**src/rtl/mem_arbiter_pkg.sv**
```systemverilog
// Shared types and defaults for the memory arbiter slice.
// Holds the FSM state encoding, the grant-owner encoding and the default bus widths.
// Imported by mem_arbiter and arb_watchdog.
package mem_arbiter_pkg;

  localparam int AW_DEF = 16;
  localparam int DW_DEF = 16;

  typedef enum logic [1:0] {
    ST_IDLE  = 2'd0,
    ST_ISSUE = 2'd1,
    ST_WAIT  = 2'd2,
    ST_RESP  = 2'd3
  } state_t;

  typedef enum logic {
    OWN_IF  = 1'b0,
    OWN_MEM = 1'b1
  } owner_t;

endpackage

```
**src/rtl/mem_arbiter_watchdog.sv**
```systemverilog
// arb_watchdog: cycle counter that flags when an outstanding device operation overruns.
// Latency: expired is registered-count compare, valid the cycle the count equals limit.
// Backpressure: none; counting stops at the limit until cleared.
// Ports: clk, rst (sync, active-high), clear (zero the count), enable (count this cycle),
//        limit (terminal count), expired (count has reached limit).
module arb_watchdog
  import mem_arbiter_pkg::*;
#(
  parameter int CW = 10
) (
  input  logic          clk,
  input  logic          rst,
  input  logic          clear,
  input  logic          enable,
  input  logic [CW-1:0] limit,
  output logic          expired
);

  logic [CW-1:0] r_cnt;

  assign expired = (r_cnt == limit);

  always_ff @(posedge clk) begin
    if (rst || clear) begin
      r_cnt <= '0;
    end else if (enable && !expired) begin
      r_cnt <= r_cnt + 1'b1;
    end
  end

endmodule

```
**src/rtl/mem_arbiter.sv**
```systemverilog
// mem_arbiter: fixed-priority (MEM over IF) arbiter onto a single start/done device port.
// Latency: grant -> ISSUE next cycle; ack one cycle after dev_done rises in WAIT.
// Backpressure: stall held while a requester waits for its ack; one op in flight at a time.
// Ports: clk/rst (sync, active-high); if_* fetch port (read only); mem_* data port;
//        stall pipeline freeze; dev_* device port driven from latched grant fields;
//        err sticky timeout flag.
// Optional feature: define ARB_TIMEOUT_EN to build the arb_watchdog timeout (limit TMO);
// otherwise err is tied low and the FSM waits for dev_done indefinitely.
module mem_arbiter
  import mem_arbiter_pkg::*;
#(
  parameter int AW  = AW_DEF,
  parameter int DW  = DW_DEF,
  parameter int TMO = 1023
) (
  input  logic          clk,
  input  logic          rst,
  input  logic          if_req,
  input  logic [AW-1:0] if_addr,
  output logic          if_ack,
  output logic [DW-1:0] if_rdata,
  input  logic          mem_req,
  input  logic          mem_wr,
  input  logic [AW-1:0] mem_addr,
  input  logic [DW-1:0] mem_wdata,
  output logic          mem_ack,
  output logic [DW-1:0] mem_rdata,
  output logic          stall,
  output logic          dev_start,
  output logic          dev_rd,
  output logic          dev_wr,
  output logic [AW-1:0] dev_addr,
  output logic [DW-1:0] dev_wdata,
  input  logic          dev_done,
  input  logic [DW-1:0] dev_result,
  output logic          err
);

  state_t        r_state;
  state_t        w_state_nxt;
  owner_t        r_owner;
  logic [AW-1:0] r_addr;
  logic [DW-1:0] r_wdata;
  logic          r_rd;
  logic          r_wr;
  logic [DW-1:0] r_if_rdata;
  logic [DW-1:0] r_mem_rdata;

  logic          w_grant;    // IDLE -> ISSUE: capture the winning request
  logic          w_fin;      // WAIT -> RESP on dev_done
  logic          w_tmo_hit;  // ISSUE/WAIT -> RESP on watchdog expiry
  logic          w_expired;

`ifdef ARB_TIMEOUT_EN
  localparam int CW = $clog2(TMO + 1);
  logic r_err;

  arb_watchdog #(.CW(CW)) u_wdog (
    .clk     (clk),
    .rst     (rst),
    .clear   (w_grant),
    .enable  ((r_state == ST_ISSUE) || (r_state == ST_WAIT)),
    .limit   (CW'(TMO)),
    .expired (w_expired)
  );

  always_ff @(posedge clk) begin
    if (rst) begin
      r_err <= 1'b0;
    end else if (w_tmo_hit) begin
      r_err <= 1'b1;
    end
  end

  assign err = r_err;
`else
  logic w_unused_tmo;
  assign w_unused_tmo = (TMO != 0);
  assign w_expired    = 1'b0;
  assign err          = 1'b0;
`endif

  always_comb begin
    w_state_nxt = r_state;
    w_grant     = 1'b0;
    w_fin       = 1'b0;
    w_tmo_hit   = 1'b0;
    case (r_state)
      ST_IDLE: begin
        if (mem_req || if_req) begin
          w_grant     = 1'b1;
          w_state_nxt = ST_ISSUE;
        end
      end
      ST_ISSUE: begin
        if (w_expired) begin
          w_tmo_hit   = 1'b1;
          w_state_nxt = ST_RESP;
        end else if (!dev_done) begin
          // Device has accepted the start once its done flag drops.
          w_state_nxt = ST_WAIT;
        end
      end
      ST_WAIT: begin
        if (dev_done) begin
          w_fin       = 1'b1;
          w_state_nxt = ST_RESP;
        end else if (w_expired) begin
          w_tmo_hit   = 1'b1;
          w_state_nxt = ST_RESP;
        end
      end
      default: begin
        w_state_nxt = ST_IDLE;
      end
    endcase
  end

  always_ff @(posedge clk) begin
    if (rst) begin
      r_state     <= ST_IDLE;
      r_owner     <= OWN_IF;
      r_addr      <= '0;
      r_wdata     <= '0;
      r_rd        <= 1'b0;
      r_wr        <= 1'b0;
      r_if_rdata  <= '0;
      r_mem_rdata <= '0;
    end else begin
      r_state <= w_state_nxt;
      if (w_grant) begin
        if (mem_req) begin
          r_owner <= OWN_MEM;
          r_addr  <= mem_addr;
          r_wdata <= mem_wdata;
          r_rd    <= ~mem_wr;
          r_wr    <= mem_wr;
        end else begin
          r_owner <= OWN_IF;
          r_addr  <= if_addr;
          r_wdata <= '0;
          r_rd    <= 1'b1;
          r_wr    <= 1'b0;
        end
      end
      // Result lands on the edge into RESP so rdata is valid alongside the ack.
      if (w_fin && r_rd) begin
        if (r_owner == OWN_MEM) r_mem_rdata <= dev_result;
        else                    r_if_rdata  <= dev_result;
      end
      if (w_tmo_hit) begin
        if (r_owner == OWN_MEM) r_mem_rdata <= '1;
        else                    r_if_rdata  <= '1;
      end
    end
  end

  assign if_ack    = (r_state == ST_RESP) && (r_owner == OWN_IF);
  assign mem_ack   = (r_state == ST_RESP) && (r_owner == OWN_MEM);
  assign if_rdata  = r_if_rdata;
  assign mem_rdata = r_mem_rdata;
  assign dev_start = (r_state == ST_ISSUE);
  assign dev_rd    = r_rd;
  assign dev_wr    = r_wr;
  assign dev_addr  = r_addr;
  assign dev_wdata = r_wdata;
  assign stall     = (if_req & ~if_ack) | (mem_req & ~mem_ack);

endmodule

```
**config.mk**
```make
export PLATFORM = sky130hd
export DESIGN_NAME = mem_arbiter
export DESIGN_NICKNAME = d
export VERILOG_FILES = /design/src/rtl/mem_arbiter_pkg.sv /design/src/rtl/mem_arbiter_watchdog.sv /design/src/rtl/mem_arbiter.sv
export SDC_FILE = /design/constraint.sdc
export NUM_CORES = 1
export LEC_CHECK = 0
export ABC_AREA = 1
export BUFFER_PORTS_ARGS = -buffer_cell sky130_fd_sc_hd__buf_4
export CAP_MARGIN = 20
export CELL_PAD_IN_SITES_DETAIL_PLACEMENT = 1
export CELL_PAD_IN_SITES_GLOBAL_PLACEMENT = 2
export CORE_AREA = 3 3 110 112
export CTS_CLUSTER_SIZE = 8
export DETAILED_ROUTE_END_ITERATION = 8
export DIE_AREA = 0 0 113 115
export PLACE_DENSITY = 0.92
export SLEW_MARGIN = 10
export SYNTH_ARGS = -nofsm -noshare
export SYNTH_HDL_FRONTEND = slang
export SYNTH_SLANG_ARGS = --single-unit
```
**constraint.sdc**
```tcl
create_clock -name clk -period 4.6 [get_ports clk]
set_clock_uncertainty 0.1 [all_clocks]
set_input_delay 0.92 -clock clk [delete_from_list [all_inputs] [get_ports clk]]
set_output_delay 0.92 -clock clk [all_outputs]
set_load 0.02 [all_outputs]
```
* After elaboration in Yosys (flattened, before gate mapping)
Cells that the tools add are included.
** Storage, ports and cells
- Flip-flop bits (word level) :: 69
- Bits in read-only memories :: 0
- Output and inout bits :: 71
- Latch bits :: 0
- Logic and storage cells :: 42
- Memories kept :: 0
- Input bits :: 70
- Bits in writable memories :: 0
** Operators by class
- Bitwise operators :: 7
- Add/subtract/negate cells :: 0
- $mul :: 0
- Shift operators :: 0
- Equal/unequal tests :: 6
- Magnitude comparators :: 0
- Multiplexer cells :: 13
- Divide/modulo/power cells :: 0
- Reductions and logical operators :: 8
** Operators with widths (number)
- 16-bit two-way mux :: 2
- 1-bit two-way mux :: 7
- 2-bit two-way mux :: 3
- 2-bit != test (second input constant) :: 3
- 2-bit case mux with 3 select lines :: 1
- 2-bit equality test (second input constant) :: 2
- 1-bit NOT :: 4
- 2-bit AND reduction :: 2
- 1-bit logical AND :: 3
- 3-bit AND reduction :: 1
- 1-bit AND :: 2
- 2-bit by 1-bit equality test with 1-bit output (second input constant) :: 1
- 2-bit zero test :: 1
- 1-bit logical OR :: 1
- 1-bit OR :: 1

* Logic depth before layout (Yosys ltp)
Gate-level depths: netlist of run 1.
- Depth in word-level cells :: 5
- Gate-level depth with buffers :: 8
- Mapped depth without buffers :: 8

* Worst setup path after synthesis of run 1
OpenSTA, ideal clock, no wires.
- Path kind :: input port to output port
- Start point :: input mem_req
- End point :: output stall
- Arrival :: 1656 ps
- Setup slack :: 1924 ps
- Data required time :: 3580 ps
- Stages :: 4
- Path buffers :: 2
- Cells stage by stage :: buf_4 inv_4 buf_4 o22ai_1
** Between the ends
- Cells in the longest elaborated chain, start to end :: 2
** Ends and longest elaborated chain
- start, declared :: line mem_arbiter.sv:22 : input logic mem_req,
- 1-bit AND :: line mem_arbiter.sv:167 : assign stall = (if_req & ~if_ack) | (mem_req & ~mem_ack);
- 1-bit OR :: line mem_arbiter.sv:167
- end, declared :: line mem_arbiter.sv:28 : output logic stall,
No other way between the ends.

* Worst setup path in the final report of run 1
Ends and elaborated chain as after synthesis.

==> impl_metrics.csv, run 1 <==
group,metric,value,unit
logic_synthesis,synth-seq-cells,69,
critical_path,path_class,"in -> out",
min_path,hold_class,"reg -> reg",
timing,fmax,0.3765,GHz
power,power.switching,0.0007538,W
timing,relSlewSlack,0.6352,
grt,grt_pass1_wl,15100,um
drt,wl_per_cell,13.92,um
grt,grt_usage,0.1432,
critical_path,crit_path_start,"mem_req",
critical_path,startpoint_type,"primary input",
logic_synthesis,syn_avg_cell_area,7.247,um2
drt,avgViaCountPerCell,4.342,
logic_synthesis,synth_top_family_by_area,"simple AND/OR/NAND/NOR gates",
flow_run,max_cap_violations,0,
critical_path,worst_ep_required_time,3580,ps
critical_path,worstPathArrival,1640,ps
drt,dr.pass1.iters,4,
clocking,cts_tree,"yes",
drt,wl,9228,um
power,comb_power_share,0.326,
power,p_int,0.001416,W
clocking,clk_pin_slew,60,ps
clocking,ctsResizeCount,0,
power,swShare,0.3474,
floorplanning,die_w,113,um
logic_synthesis,ys_seq_area_frac,0.4964,
logic_synthesis,synthAdderAreaFrac,0.01799,
final_layout,regArea,1381,um2
final_layout,final_util,0.3720,
grt,grt_max_degree,46,
final_layout,diodes,0,
drt,vias,2879,
final_layout,layout.nets,590,
drt,drc_errors,0,
grt,grtUsageMet1,0.1628,
timing,period_share,0.5774,
timing,fin_crit,2656,ps
timing,worstMarginPinSlew,543.9,ps
timing,slew_viol_final,0,
timing,hold_violations,0,
critical_path,crit_path_max_fanout,19,
logic_synthesis,synth.area.mux_share,0,
clocking,cts_buffer_depth,2,
critical_path,r2r-start,"r_state[0]$_SDFFE_PP0P_",
clocking,clkLatencyLatePin,320,ps
floorplanning,io_pins,141,
drt,ant_nets,0,
logic_synthesis,syn_inst,384,
grt,grt.busiest_layer,"met2",
timing,finalSetupViolations,0,
logic_synthesis,synth_nets,458,
placed_design,dp.cells,647,
min_path,min_from,"dev_wdata[12]$_SDFFE_PP0P_",
power,cellLeakagePower,2.105,nW
timing,rsz0062_at_grt,"false",
final_layout,num-fill-cells,1430,
critical_path,critPathCaptureType,"primary output",
power,ir_worst_vdd,0.1996,mV
final_layout,layout.cells.non_filler,663,
final_layout,area_growth_syn_to_layout,51.35,%
power,p_clk_frac,0.320,
logic_synthesis,netlist_area,2783,um2
placed_design,hpwlAfterDp,6817,um
grt,grt_pass1_vias,3122,
clocking,clkSinkCount,69,
grt,grt_antenna_before_repair,0,
floorplanning,start_util,0.2458,
logic_synthesis,synth-compound-area-share,0.1210,
grt,use_met3,0.05000,
floorplanning,rows,39,
grt,met2_usage,0.2571,
drt,first_iter_violations,129,
floorplanning,die_height,115,um
logic_synthesis,yosys_warnings,0,
clocking,cts_root_buf,"clkbuf_16",
floorplanning,core_area,11320,um2
power,power_density,515.2,nW/um2
clocking,cts_setup_buffers,0,
power,p_seq_frac,0.355,
floorplanning,die-area,13000,um2
final_layout,multi_input_area,1204,um2
placed_design,io_buffers,139,
logic_synthesis,synth_cell_types,21,
clocking,hold_buffers,0,
clocking,htree_levels,3,
placed_design,place_congestion,0.7141,
logic_synthesis,synth_xor_area_frac,0,
grt,grt-ovfl-total,0,
logic_synthesis,yosys.area_share.simple,0.2923,
timing,fin_tns_setup,0,ps
clocking,cts_buffers,9,
final_layout,post_route_cells_drive_above_1_share,0.3192,
outcome,status,"finished, final reports clean",
==> through the flow <==
stage / hold WS [ps] / power, W / instance area (um2) / worst slack [ps]
2_1_floorplan: 393.9 / 0.001223 / 2783 / 1924
3_3_place_gp: 350.0 / 0.001477 / 3884 / 1949
3_5_place_dp: 361.4 / 0.001501 / 3884 / 1851
4_1_cts: 370.6 / 0.002206 / 4184 / 1939
5_1_grt: 385.5 / 0.002331 / 4212 / 1873
6_report: 368.1 / 0.002170 / 4212 / 1944
==> path summary, 6_finish.rpt <==
kind / to / slack, ps / cells after the start
setup / recovery: stall / 1940 / 4
hold / removal: dev_wdata[12]$_SDFFE_PP0P_ / 370 / 2
setup reg to reg: if_rdata[13]$_SDFFE_PP0P_ / 2750 / 7
hold reg to reg: dev_wdata[12]$_SDFFE_PP0P_ / 370 / 2
==> final cells by class <==
cell class / count / share of cell area
flip-flops and latches: 69 / 0.3280
well taps: 143 / 0.04248
inverters: 17 / 0.01634
clock buffers: 11 / 0.06001
repair buffers: 141 / 0.2561
multi-input cells: 278 / 0.2858
clock inverters: 4 / 0.01129
==> registers in the layout, indices dropped and copies added (netlist names) <==
register,flops
mem_rdata,16
dev_addr,16
dev_wdata,16
if_rdata,16
dev_rd,1
r_owner,1
dev_wr,1
r_state,2
==> kinds of logic after synthesis <==
family,Yosys count
adders and majority gates,4
other,1
DFF,69
AOI/OAI and AO/OA,67
and+or+nand+nor,206
buffers and inverters,37
==> critical path, cell delays in order <==
cell,delay [ps]
buf_4,220
inv_4,140
o22ai_1,190
buf_4,160
==> placed cells by master, fill, tap and decap left out, types with 2 or more instances in the layout <==
cell type  Yosys  final
nand2_1       91     91
clkbuf_16      0      9
nand2_4        2      2
ha_1           4      4
o21ai_1        3      3
clkbuf_8       0      2
inv_4          2      2
clkinv_2       0      2
dfxtp_1       69     69
inv_1         11     10
clkinv_1       1      2
inv_2          3      3
nand3_1        3      3
buf_4          9    140
o21ai_0       45     45
a21oi_1       18     18
nor2_4         2      2
nor2_1       107    107
==> cell usage after synthesis <==
cell      number  area share
nand2_1       91        0.12
nand2_4        2      0.0081
inv_4          2      0.0045
nand3_2        1      0.0036
buf_2          4      0.0072
buf_6          2      0.0081
nand3_1        3      0.0054
conb_1         1      0.0013
clkinv_1       1      0.0013
nor2_1       107        0.14
o21ai_1        3      0.0054
a21oi_1       18       0.032
o22ai_1        1      0.0022
inv_2          3      0.0040
o21ai_0       45       0.081
buf_4          9       0.024
inv_1         11       0.015
clkbuf_1       5      0.0067
nor2_4         2      0.0081
ha_1           4       0.018
dfxtp_1       69        0.50
==> power by group through the flow <==
stage	Combinational [W]	Clock, W	Sequential, W
6_report	0.000707	0.000694	0.000769
5_1_grt	0.000799	0.000746	0.000786
4_1_cts	0.000720	0.000715	0.000770
3_5_place_dp	0.000719	0	0.000782
3_3_place_gp	0.000698	0	0.000778
2_1_floorplan	0.000344	0	0.000879
==> routing by layer <==
metal  vias up  part of all wire
met5         -                 0
met4         0            0.0073
met3         7             0.080
met2        82              0.50
met1      1334              0.41
li1       1456                 -
Note: power is estimated with default switching activity, not from simulation.
==> run 2, diff against run 1 <==
--- a/config.mk
+++ b/config.mk
@@ -10,11 +10,11 @@
 export CAP_MARGIN = 20
 export CELL_PAD_IN_SITES_DETAIL_PLACEMENT = 1
 export CELL_PAD_IN_SITES_GLOBAL_PLACEMENT = 2
-export CORE_AREA = 3 3 110 112
+export CORE_AREA = 3 3 114 116
 export CTS_CLUSTER_SIZE = 8
 export DETAILED_ROUTE_END_ITERATION = 8
-export DIE_AREA = 0 0 113 115
-export PLACE_DENSITY = 0.92
+export DIE_AREA = 0 0 117 119
+export PLACE_DENSITY = 0.87
 export SLEW_MARGIN = 10
 export SYNTH_ARGS = -nofsm -noshare
 export SYNTH_HDL_FRONTEND = slang
==> constraint.sdc (replaced) <==
create_clock -name clk -period 2.73 [get_ports clk]
set_clock_uncertainty 0.1 [all_clocks]
set_input_delay 0.546 -clock clk [delete_from_list [all_inputs] [get_ports clk]]
set_output_delay 0.546 -clock clk [all_outputs]
set_load 0.02 [all_outputs]
==> run 2 against run 1 <==
Against the previous run: sequential power rose by 69%; hold slack got worse by 15 ps; global-route usage fell by 0.88 points; clock-buffer cell count did not move; core utilization fell by 2.0 points; clock power rose by 86%; register-to-register slack got worse by 1800 ps; design area rose by 0.45%; largest cell class unchanged; largest power group unchanged.
==> impl_metrics.csv, run 2 (synthesis gave the netlist of run 1 again) <==
group,metric,value,unit
critical_path,crit_path_max_fanout,4,
critical_path,critPathCaptureType,"primary output",
grt,grt_max_degree,52,
drt,wl,9302,um
floorplanning,rows,40,
timing,slew_viol_final,0,
final_layout,post_route_cells_drive_above_1_share,0.3205,
timing,period_share,0.7338,
drt,dr.pass1.iters,4,
timing,hold_violations,0,
min_path,holdPathStages,3,
clocking,clkLatencyLatePin,320,ps
final_layout,layout.nets,590,
timing,fin_tns_setup,0,ps
critical_path,max_stage_delay,390,ps
power,finalPower,0.003780,W
timing,worst_slack,726.8,ps
critical_path,path_class,"reg -> out",
critical_path,slowest_stage,"dfxtp_1",
timing,finalSetupViolations,0,
drt,drc_errors,0,
clocking,clkSinkCount,69,
critical_path,critical-path-top-delay-family,"flip-flops",
clocking,clk_pin_slew,60,ps
clocking,cts_setup_buffers,0,
placed_design,place_ws,776.4,ps
clocking,cts_buffers,9,
placed_design,place_congestion,0.7316,
min_path,whs_endpoint,"if_rdata[9]$_SDFFE_PP0P_",
drt,first_iter_violations,60,
grt,grt-ovfl-total,0,
grt,grt_usage,0.1344,
floorplanning,die-area,13920,um2
critical_path,r2r_end,"dev_rd$_SDFFE_PP0P_",
power,power_density,893.7,nW/um2
timing,fin_crit,2003,ps
clocking,hold_buffers,0,
final_layout,area_growth_syn_to_layout,52.02,%
drt,wl_per_cell,13.93,um
grt,grt_pass1_wl,14860,um
power,cellLeakagePower,2.117,nW
final_layout,final_common_cell,"buf_4",
drt,avgViaCountPerCell,4.314,
flow_run,max_cap_violations,0,
critical_path,crit_chain,"ha_1, inv_1, nor2_1, o22ai_1, buf_4",
placed_design,io_buffers,139,
placed_design,hpwlAfterDp,6888,um
min_path,min_from,"dev_result[9]",
timing,rsz0062_at_grt,"false",
power,ir_worst_vdd,0.3163,mV
floorplanning,die_w,117,um
clocking,htree_levels,3,
clocking,cts_tree,"yes",
floorplanning,core_area,12010,um2
clocking,ctsResizeCount,0,
final_layout,final_cell_mix,"buf_4 (141), nor2_1 (107), nand2_1 (91), dfxtp_1 (69), o21ai_0 (45)",
timing,fmax,0.4992,GHz
final_layout,num-fill-cells,1486,
critical_path,r2r-start,"r_state[1]$_SDFFE_PP0P_",
critical_path,ff2ff_setup_slack,920,ps
clocking,cts_root_buf,"clkbuf_16",
floorplanning,io_pins,141,
min_path,hold_class,"in -> reg",
clocking,cts_buffer_depth,2,
final_layout,diodes,0,
critical_path,cp_num_buf_inv,2,
floorplanning,start_util,0.2317,
grt,grt_pass1_vias,2976,
critical_path,startpoint_type,"flop",
drt,ant_nets,0,
drt,vias,2882,
critical_path,worstPathArrival,1360,ps
outcome,status,"finished, final reports clean",
floorplanning,die_height,119,um
critical_path,reg2regPathDepth,7,
grt,grt_antenna_before_repair,0,
critical_path,worst_ep_required_time,2080,ps
run 2: report_power, final:
part / switching [W] / total (W) / internal, W
combinational: 0.000742 / 0.00120 / 0.000453
sequential: 0.000112 / 0.00130 / 0.00118
clock: 0.000439 / 0.00129 / 0.000851
run 2: per-stage QoR:
stage | util | hold slack [ps] | cells | area [um2]
2_1_floorplan | - | 393.9 | 384 | 2783
3_3_place_gp | 0.3244 | 350.7 | 652 | 3896
3_5_place_dp | 0.3244 | 362.6 | 652 | 3896
4_1_cts | 0.3522 | 338.7 | 668 | 4230
5_1_grt | 0.3522 | 338.4 | 668 | 4230
6_report | 0.3522 | 353.3 | 668 | 4230
run 2: layout make-up:
cell class / instances / area [um2] / area share
flip-flops and latches: 69 / 1381 / 0.3265
multi-input cells: 278 / 1204 / 0.2845
well taps: 147 / 183.9 / 0.04348
inverters: 17 / 68.82 / 0.01627
clock buffers: 11 / 252.7 / 0.05975
clock inverters: 5 / 81.33 / 0.01923
repair buffers: 141 / 1059 / 0.2502
run 2: worst max path at each step:
stage,startpoint,endpoint,depth (start not counted),slack (ps)
2_1_floorplan,mem_req,stall,4,800
3_3_place_gp,mem_req,stall,4,820
3_5_place_dp,mem_req,dev_addr[12]$_SDFFE_PP0P_,7,780
4_1_cts,r_state[1]$_SDFFE_PP0P_,stall,5,700
5_1_grt,r_state[1]$_SDFFE_PP0P_,stall,5,610
6_report,r_state[1]$_SDFFE_PP0P_,stall,5,730
run 2: worst min-delay path, stage by stage:
cell	delay (ps)
buf_4	80
nor2_1	30
nor2_1	80
run 2: per-layer routing:
metal  track usage  vias up  part of all wire
met5             0        -                 0
met4       0.03871        0             0.011
met3       0.05030        9             0.081
met2        0.2251       84              0.49
met1        0.1589     1332              0.42
li1              -     1457                 -
